--- config.mk ---
export PLATFORM = sky130hd
export DESIGN_NAME = fetch_stage
export DESIGN_NICKNAME = d
export VERILOG_FILES = /design/src/rtl/cpu_pkg.sv /design/src/rtl/fetch_fifo.sv /design/src/rtl/fetch_stage.sv
export SDC_FILE = /design/constraint.sdc
export NUM_CORES = 1
export LEC_CHECK = 0
export CORE_MARGIN = 3
export CORE_UTILIZATION = 50
export DETAILED_ROUTE_END_ITERATION = 16
export MAX_ROUTING_LAYER = met4
export PLACE_DENSITY_LB_ADDON = 0.1
export RECOVER_POWER = 25
export REMOVE_ABC_BUFFERS = 1
export SYNTH_ARGS = -nofsm -noshare
export SYNTH_HDL_FRONTEND = slang
export SYNTH_HIERARCHICAL = 1
export SYNTH_SLANG_ARGS = --single-unit
--- constraint.sdc ---
create_clock -name clk -period 3.7 [get_ports clk]
set_input_delay 0.74 -clock clk [delete_from_list [all_inputs] [get_ports clk]]
set_output_delay 0.74 -clock clk [all_outputs]
set_load 0.01 [all_outputs]
--- src/rtl/cpu_pkg.sv ---
// Shared CPU definitions: datapath widths, NOP encoding and the
// fetch entry bundle passed from fetch to decode.
package cpu_pkg;

    localparam int ADDR_W = 8;
    localparam int INST_W = 32;
    localparam logic [INST_W-1:0] NOP_INST = 32'h00000013;

    typedef struct packed {
        logic [ADDR_W-1:0] pc;
        logic [INST_W-1:0] inst;
    } fetch_entry_t;

endpackage

--- src/rtl/fetch_fifo.sv ---
// Small synchronous FIFO built as a shift register so the head
// is always entry 0, a plain register with no read mux.
module fetch_fifo #(
    parameter int DEPTH = 2,
    parameter int WIDTH = 40
) (
    input  logic                       clk,
    input  logic                       rst_n,
    input  logic                       push,
    input  logic                       pop,
    input  logic                       flush,
    input  logic [WIDTH-1:0]           wdata,
    output logic [WIDTH-1:0]           head,
    output logic [$clog2(DEPTH+1)-1:0] count,
    output logic                       full,
    output logic                       empty
);

    localparam int CW = $clog2(DEPTH + 1);

    logic [WIDTH-1:0] mem     [DEPTH];
    logic [WIDTH-1:0] shifted [DEPTH];
    logic             do_push;
    logic             do_pop;
    logic [CW-1:0]    widx;

    assign full    = (count == CW'(DEPTH));
    assign empty   = (count == '0);
    assign do_pop  = pop & ~empty;
    assign do_push = push & (~full | do_pop);
    // A same-cycle pop shifts everything down, so the tail slot moves too
    assign widx    = do_pop ? count - CW'(1) : count;
    assign head    = mem[0];

    always_comb begin
        for (int i = 0; i < DEPTH - 1; i++) begin
            shifted[i] = mem[i+1];
        end
        shifted[DEPTH-1] = mem[DEPTH-1];
    end

    always_ff @(posedge clk) begin
        for (int i = 0; i < DEPTH; i++) begin
            if (do_push && widx == CW'(i)) begin
                mem[i] <= wdata;
            end else if (do_pop) begin
                mem[i] <= shifted[i];
            end
        end
    end

    always_ff @(posedge clk) begin
        if (!rst_n || flush) begin
            count <= '0;
        end else if (do_push && !do_pop) begin
            count <= count + CW'(1);
        end else if (do_pop && !do_push) begin
            count <= count - CW'(1);
        end
    end

endmodule

--- src/rtl/fetch_stage.sv ---
// Instruction fetch front end: PC register, imem address, redirect
// handling and a registered fetch buffer feeding decode.
module fetch_stage
    import cpu_pkg::*;
#(
    parameter logic [ADDR_W-1:0] RESET_PC = 8'h00,
    parameter int                DEPTH    = 2
) (
    input  logic              clk,
    input  logic              rst_n,
    output logic [ADDR_W-1:0] imem_addr,
    input  logic [INST_W-1:0] imem_data,
    input  logic              redirect_valid,
    input  logic [ADDR_W-1:0] redirect_pc,
    output logic              out_valid,
    input  logic              out_ready,
    output logic [INST_W-1:0] out_inst,
    output logic [ADDR_W-1:0] out_pc
);

    logic [ADDR_W-1:0]          pc;
    fetch_entry_t               wentry;
    fetch_entry_t               head;
    logic [$clog2(DEPTH+1)-1:0] count;
    logic                       full;
    logic                       empty;
    logic                       push;
    logic                       pop;
    logic                       unused_count;

    assign imem_addr    = pc;
    assign pop          = out_valid & out_ready;
    // Redirect beats everything; a full buffer still accepts when draining
    assign push         = ~redirect_valid & (~full | pop);
    assign wentry       = '{pc: pc, inst: imem_data};
    assign unused_count = ^count;

    always_ff @(posedge clk) begin
        if (!rst_n) begin
            pc <= RESET_PC;
        end else if (redirect_valid) begin
            pc <= {redirect_pc[ADDR_W-1:2], 2'b00};
        end else if (push) begin
            pc <= pc + ADDR_W'(4);
        end
    end

    fetch_fifo #(
        .DEPTH (DEPTH),
        .WIDTH ($bits(fetch_entry_t))
    ) u_fifo (
        .clk   (clk),
        .rst_n (rst_n),
        .push  (push),
        .pop   (pop),
        .flush (redirect_valid),
        .wdata (wentry),
        .head  (head),
        .count (count),
        .full  (full),
        .empty (empty)
    );

    assign out_valid = ~empty;
    assign out_inst  = empty ? NOP_INST : head.inst;
    assign out_pc    = empty ? '0 : head.pc;

endmodule

### Word-level counts from Yosys, hierarchy flattened

Memory sizes are Yosys's and may differ from the RTL's.
Index checks and enable logic that the tools add are counted.

* shifts and indexed selects: 0
* add/subtract/negate cells: 3
* $lt $le $gt $ge: 0
* div/mod/pow operators: 0
* $mul: 0
* bitwise operators: 12
* reductions and logical operators: 13
* equality and inequality tests: 2
* multiplexer cells: 18

Operators by type and width (number)
* two-way mux 40 bit: 2
* two-way mux 32 bit: 1
* two-way mux 8 bit: 3
* two-way mux 1 bit: 9
* adder 8 x 3 -> 8 bit (second input constant): 1
* two-way mux 2 bit: 3
* AND 1 bit: 4
* logical AND 1 bit: 4
* zero test 2 bit: 2
* inverter 1 bit: 4
* OR 1 bit: 4
* nonzero test 2 bit: 2
* zero test 1 bit: 3
* adder 2 x 1 -> 2 bit (second input constant): 1
* equality test 2 x 1 -> 1 bit (second input constant): 1
* equality test 2 bit (second input constant): 1
* OR reduction 2 bit: 1
* subtractor 2 x 1 -> 2 bit (second input constant): 1
* logical OR 1 bit: 1

* word-level logic and storage cells: 52
* output and inout bits: 49
* memories: 1
* register bits after elaboration: 10
* latch bits: 0
* ROM bits: 0
* bits in writable memories: 80
* input bits: 44

Memories
* u_fifo.mem: words 2, width 40, rd ports 2, clocked after Yosys merged registers in 0, wr ports 2, RTL line fetch_fifo.sv:21 `logic [WIDTH-1:0] mem [DEPTH];`

### Depth between registers and ports, before layout

Gate-level depths: netlist of the first run.

* depth after elaboration: 10
* mapped depth: 11
* depth with buffers taken out: 11

### Modules after synthesis

The synthesis of the first run kept the hierarchy.

By module, submodules not included
* fetch_fifo: cells each 147, area an instance 3279.4 um^2, seq. area each 2442.3 um^2, instances 1
* fetch_stage: cells each 87, area an instance 618.1 um^2, seq. area each 120.1 um^2, instances 1

### Worst setup path after synthesis of the first run

Ideal clock, no wire load.

* path kind: register to register
* start: register u_fifo.count[0]
* end: memory u_fifo.mem[1][0], enable pin
* path buffers: 0
* stages on the path, launching flop included: 7
* arrival time: 2181 ps
* period minus slack after synthesis: 2579 ps
* path slack: 1121 ps
* data required time: 3302 ps
* library setup time: 398 ps
* path through: dfxtp_1 inv_1 ha_1 nand2b_4 a21oi_1 nand4_1 nand2_1

RTL lines
* from (decl): RTL line fetch_fifo.sv:14 `output logic [$clog2(DEPTH+1)-1:0] count,`
* from (signal assigned): RTL line fetch_fifo.sv:56 `count <= count + CW'(1);`
* from (signal assigned): RTL line fetch_fifo.sv:58 `count <= count - CW'(1);`
* to (decl): RTL line fetch_fifo.sv:21

### Final worst setup path of the first run

* start: register u_fifo.count[0]
* end: output out_inst[4]

* longest elaborated chain between the ends: 2

Ends and longest elaborated chain
* zero test 2 bit: RTL line fetch_fifo.sv:28 `assign empty = (count == '0);`
* net empty: RTL line fetch_stage.sv:26 `logic empty;`
* two-way mux 32 bit: RTL line fetch_stage.sv:65 `assign out_inst = empty ? NOP_INST : head.inst;`
* to (decl): RTL line fetch_stage.sv:17 `output logic [INST_W-1:0] out_inst,`

The timed path passes the listed nets, and every way through them passes these cells.

==> results.py, run 1 <==
metrics = {
    "logic_synthesis": {
        "synth_area_leaders": "edfxtp_1 62%, mux2_4 15%, nor2b_1 5.8%",
        "yosysTopAreaCell": "edfxtp_1",
        "mappedNetlistArea_sq_um": 3900,
        "yosysTopAreaCellShare_pct": 61.6,
        "syn_avg_cell_area_sq_um": 16.7,
        "synth_seq_area_share_pct": 65.7,
        "synth_cells": 234,
        "synth.distinct_cells": 28,
        "yosysWarnings": 6,
        "ys_ff_latch": 88,
    },
    "critical_path": {
        "crit_buf_inv": 3,
        "worstSetupPathType": "flop to output pin",
        "critical_path.cell_chain": "inv_1 -> ha_2 -> buf_4 -> or2_2 -> clkdlybuf4s50_1",
        "critPathLaunchType": "flop",
        "cp-end-kind": "output pin",
        "cp_max_fo": 24,
        "worst_r2r_path_depth": 8,
        "reg2reg_from": "u_fifo/count[0]",
        "reg2reg_to": "u_fifo/mem[0][34]",
        "crit_arrival_ns": 2.36,
        "critPathTopFamily": "buffers and inverters",
        "critPathMaxStageDelay_ns": 0.53,
        "regToRegSetupSlack_ns": 0.74,
        "worstPathRequired_ns": 2.96,
        "crit_slowest_cell": "clkdlybuf4s50_1",
    },
    "power": {
        "p_leak_nw": 1.90,
        "p_per_area_nw_per_um2": 416,
        "totalPowerFinal_mw": 2.09,
        "vdd_ir_drop_max_mv": 0.258,
    },
    "sta": {
        "setup_viol": 0,
        "hold_viol_final": 0,
        "rsz0062_at_grt": "false",
        "finalClockSkew_ns": 0.00999,
        "max_freq_ghz": 0.323,
        "fin_ws_ns": 0.599,
        "period_needed_ns": 3.10,
        "drv_slew": 0,
        "post-route-period-util_pct": 83.8,
        "fin_setup_tns_ns": 0,
    },
    "cells_and_area": {
        "area_growth_syn_to_layout_pct": 29.0,
        "final_cells": 436,
        "layout.nets": 380,
        "antenna_cells": 0,
        "final_cell_mix": "80 x edfxtp_1, 50 x clkdlybuf4s50_1, 40 x mux2_4, 38 x dlygate4sd3_1, 36 x nor2b_1",
        "utilization_pct": 67.9,
        "n_fill_cell": 529,
        "drive_above_1_share_pct": 19.6,
        "layout_commonest_cell": "edfxtp_1",
    },
    "clock_tree": {
        "hold_buffers": 0,
        "cts_tree": "built",
        "ctsLongestPathBuffers": 2,
        "cts_buffers": 9,
        "insertion_delay_ns": 0.34,
        "cts_resized": 0,
        "clock_sinks": 88,
        "cts-root-buf": "clkbuf_8",
        "clk_pin_slew_ns": 0.08,
        "htree_num_levels": 3,
        "cts_setup_buffers": 0,
    },
    "global_routing": {
        "globalRouteTotalUtil_pct": 15.4,
        "grt_pass1_wl_um": 10000,
        "gr-total-overflow": 0,
        "grt_pass1_vias": 2066,
        "antenna_found_initial": 0,
        "grt_max_degree": 35,
    },
    "floorplanning": {
        "num_rows": 31,
        "die_area_sq_um": 8890,
        "start_util_pct": 52.6,
        "core_sq_um": 7410,
        "die_x_um": 94.3,
        "io_pins": 93,
        "fp.dieH_um": 94.3,
    },
    "route": {
        "wl_um": 6360,
        "wl_per_cell_um": 14.6,
        "num_vias": 2123,
        "avgViaCountPerCell": 4.87,
        "first_iter_violations": 105,
        "ant_nets": 0,
        "dr.pass1.iters": 4,
        "drc": 0,
    },
    "placement": {
        "gp_congestion": 0.720,
        "placed_cells": 420,
        "io_buffers": 88,
        "dp_slack_ns": 0.625,
        "dpl.hpwl_um": 4380,
    },
    "min_path": {
        "hold_class": "flop to flop",
        "hold_end": "u_fifo/mem[1][39]",
        "min_path_cells": 0,
        "hold_start": "imem_addr[7]",
    },
    "run": {
        "drv_cap": 0,
    },
    "outcome": {
        "outcome": "finished clean",
    },
}
[power breakdown]
part / total [mW] / leakage [nW] / internal (mW) / switching [mW]
Clock: 0.549 / 0.0835 / 0.237 / 0.312
Sequential: 1.20 / 0.815 / 1.17 / 0.0222
Combinational: 0.348 / 0.999 / 0.195 / 0.153
Total: 2.09 / 1.90 / 1.61 / 0.487
[sequential cells by signal, summed over array words and instances, names as in the netlist]
| name | cells |
|---|---|
| u_fifo/mem | 80 |
| imem_addr | 6 |
| u_fifo/count | 2 |
[synth_stat cells]
cell      instances
a211oi_2          1
nand2_4           1
edfxtp_1         80
conb_1            1
nor2b_1          36
buf_4             2
nor2_1            3
nand2b_4          1
mux2_4           40
xnor2_1           6
a31o_2            1
nand3_1           4
or2_2             3
nand2b_1          1
nand4_1           2
mux2i_1           2
and2b_2           1
a21oi_1           8
a21boi_0          2
buf_12            4
dfxtp_1           8
clkbuf_1          5
xor2_1            1
inv_1             6
nand2_1           4
nor2b_4           1
o21ai_0           6
ha_1              4
[cell type report]
cell class | count | area [sq um] | share of cell area [%]
clock buffers | 9 | 124 | 2.46
clock inverters | 7 | 37.5 | 0.746
inverters | 6 | 22.5 | 0.448
multi-input cells | 134 | 1210 | 24.2
flip-flops and latches | 88 | 2560 | 51.0
well taps | 99 | 124 | 2.46
repair buffers | 93 | 943 | 18.8
[how the worst max path moves through the flow]
stage / depth (start not counted) / to / startpoint
after global routing: 5 / out_inst[4] / u_fifo/count[0]
final: 5 / out_inst[4] / u_fifo/count[0]
after global placement: 7 / u_fifo/mem[0][27] / out_ready
after detailed placement: 7 / u_fifo/mem[0][34] / out_ready
after CTS: 5 / out_inst[0] / u_fifo/count[0]
after floorplan: 8 / u_fifo/mem[1][0] / u_fifo/count[0]
[layer usage]
layer  up-vias  track usage (%)  wire [um]
met5         -                -          0
met2        62             25.2       3160
li1       1039                -          -
met4         0             7.22         81
met1      1013             18.6       2840
met3         9             2.64        276
[cell families after synthesis]
group	share of synthesized area (%)
multiplexers	15.9
XOR/XNOR	1.57
buffers and inverters	3.50
AO/OA/AOI/OAI	2.73
adder cells (fa/ha/maj)	1.28
AND/OR/NAND/NOR	9.15
flip-flops	65.7
other	0.0962
[through the flow]
stage / instance area (sq um) / hold slack, ns
CTS: 5040 / 0.523
detailed placement: 4870 / 0.509
global placement: 4870 / 0.511
finish: 5030 / 0.520
global route: 5030 / 0.529
floorplan: 3800 / 0.514
[worst register-to-register path: cells and delay by family (launching register included)]
| kind | cells | cell delay (ns) |
|---|---|---|
| AND/OR/NAND/NOR | 3 | 0.86 |
| multiplexers | 1 | 0.33 |
| buffers and inverters | 2 | 0.39 |
| adder cells (fa/ha/maj) | 1 | 0.36 |
| AO/OA/AOI/OAI | 1 | 0.39 |
| flip-flops | 1 | 0.40 |
No activity file was read; power rests on OpenSTA's default activity.
==> run 2, diff against run 1 <==
--- a/config.mk
+++ b/config.mk
@@ -6,7 +6,7 @@
 export NUM_CORES = 1
 export LEC_CHECK = 0
 export CORE_MARGIN = 3
-export CORE_UTILIZATION = 50
+export CORE_UTILIZATION = 45
 export DETAILED_ROUTE_END_ITERATION = 16
 export MAX_ROUTING_LAYER = met4
 export PLACE_DENSITY_LB_ADDON = 0.1
==> constraint.sdc (replaced) <==
create_clock -name clk -period 2.7 [get_ports clk]
set_input_delay 0.54 -clock clk [delete_from_list [all_inputs] [get_ports clk]]
set_output_delay 0.54 -clock clk [all_outputs]
set_load 0.01 [all_outputs]
==> run 2 against run 1 <==
Effect of this change:
- sequential cell count did not move
- routed wire length rose by 0.42%
- global-route usage fell by 0.81 points
- die area rose by 10%
- clock power rose by 54%
- sequential share of layout area fell by 0.61 points
- power rose by 41%
- cell count rose by 2.3%
- count of clock-buffer cells in the layout rose by 2
- critical path type unchanged
==> results.py, run 2 (synthesis results as in run 1) <==
metrics = {
    "outcome": {
        "outcome": "finished clean",
    },
    "cells_and_area": {
        "multiInputGateArea_sq_um": 1210,
        "n_fill_cell": 660,
        "finalInstanceArea_sq_um": 5090,
        "layout.nets": 385,
        "regArea_sq_um": 2560,
        "largest_reg_flops": 80,
        "final_cells": 446,
        "layout_commonest_cell": "edfxtp_1",
        "final_cell_mix": "80 x edfxtp_1, 50 x clkdlybuf4s50_1, 40 x mux2_4, 38 x dlygate4sd3_1, 36 x nor2b_1",
        "antenna_cells": 0,
        "drive_above_1_share_pct": 20.8,
        "area_growth_syn_to_layout_pct": 30.7,
        "regMostFlops": "u_fifo/mem",
    },
    "min_path": {
        "min_path_cells": 0,
        "hold_class": "flop to flop",
    },
    "global_routing": {
        "grt_max_degree": 26,
        "grt_pass1_wl_um": 10700,
        "antenna_found_initial": 0,
        "grt_pass1_vias": 2077,
        "gr-total-overflow": 0,
        "globalRouteTotalUtil_pct": 14.6,
    },
    "critical_path": {
        "cp_max_fo": 25,
        "worst_r2r_path_depth": 8,
        "critPathLaunchType": "flop",
        "cp-end-kind": "output pin",
        "regToRegSetupSlack_ns": 0.41,
        "worstPathRequired_ns": 2.16,
        "worstSetupPathType": "flop to output pin",
        "crit_arrival_ns": 2.00,
    },
    "power": {
        "seqPwrFrac_pct": 55.5,
        "p_leak_nw": 1.93,
        "combPwrFrac_pct": 16.0,
        "internal_power_mw": 2.30,
        "swShare_pct": 22.3,
        "switchingPower_uw": 660,
        "power.share.clock_pct": 28.5,
        "p_per_area_nw_per_um2": 580,
        "vdd_ir_drop_max_mv": 0.314,
    },
    "floorplanning": {
        "core_sq_um": 8300,
        "die_area_sq_um": 9810,
        "fp.dieH_um": 99.1,
        "die_x_um": 99.1,
        "io_pins": 93,
        "num_rows": 33,
        "start_util_pct": 47.0,
    },
    "placement": {
        "io_buffers": 88,
        "dpl.hpwl_um": 4520,
        "place_area_sq_um": 4930,
        "gp_congestion": 0.704,
        "placed_cells": 431,
    },
    "route": {
        "wl_per_cell_um": 14.3,
        "drc": 0,
        "wl_um": 6390,
        "avgViaCountPerCell": 4.68,
        "first_iter_violations": 88,
        "dr.pass1.iters": 4,
        "num_vias": 2089,
        "ant_nets": 0,
    },
    "sta": {
        "rsz0062_at_grt": "false",
        "hold_viol_final": 0,
        "holdWs_ns": 0.515,
        "finalClockSkew_ns": 0.00770,
        "post-route-period-util_pct": 93.9,
        "drv_slew": 0,
        "period_needed_ns": 2.54,
        "max_freq_ghz": 0.394,
        "setup_viol": 0,
    },
    "clock_tree": {
        "cts-root-buf": "clkbuf_8",
        "ctsLongestPathBuffers": 2,
        "clk_pin_slew_ns": 0.08,
        "cts_buffers": 9,
        "htree_num_levels": 3,
        "hold_buffers": 0,
        "cts_tree": "built",
        "clock_sinks": 88,
        "insertion_delay_ns": 0.34,
    },
    "run": {
        "drv_cap": 0,
    },
}
run 2: routing by layer:
metal	track usage, %	up-vias	wire (um)
li1	-	1048	-
met1	18.4	968	2800
met2	22.6	65	3160
met3	4.46	8	351
met4	4.73	0	82
met5	-	-	0
run 2: critical path: stages, from the launching register on:
cell,delay (ns)
dfxtp_2,0.36
inv_1,0.09
ha_2,0.20
buf_4,0.21
or2_2,0.31
clkdlybuf4s50_1,0.49
run 2: timing repair:
| action | 4_1_cts | 5_1_grt |
|---|---|---|
| buffers inserted | 0 | 0 |
| gates resized for setup | 0 | 1 |
| endpoints found under the setup margin | 0 | 3 |
run 2: stage by stage:
step | setup TNS (ns) | power (mW) | utilization, % | worst slack [ns]
CTS | 0 | 3.01 | 61.6 | 0.0488
global placement | 0 | 2.16 | 59.4 | 0.195
detailed placement | 0 | 2.17 | 59.4 | 0.147
global route | 0 | 3.12 | 61.4 | 0.0354
finish | 0 | 2.96 | 61.4 | 0.165
floorplan | -30.23 | 1.91 | - | -0.573
run 2: worst paths after layout:
check | start | end
worst max-delay path | u_fifo/count[0] | out_inst[0]
worst min-delay path | imem_addr[7] | u_fifo/mem[1][39]
worst max register to register | u_fifo/count[0] | u_fifo/mem[0][9]
worst min register to register | imem_addr[7] | u_fifo/mem[1][39]
run 2: layout make-up:
class | instances | share of cell area, %
flip-flops and latches | 88 | 50.3
multi-input cells | 134 | 23.8
repair buffers | 98 | 19.4
clock buffers | 11 | 2.58
well taps | 105 | 2.58
clock inverters | 4 | 0.909
inverters | 6 | 0.442
run 2: power by group through the flow:
stage	Sequential [mW]	Clock, mW	Combinational, mW
final	1.64	0.843	0.474
after global routing	1.65	0.948	0.518
after CTS	1.64	0.873	0.502
after detailed placement	1.67	0	0.500
after global placement	1.67	0	0.493
after floorplan	1.67	0	0.245
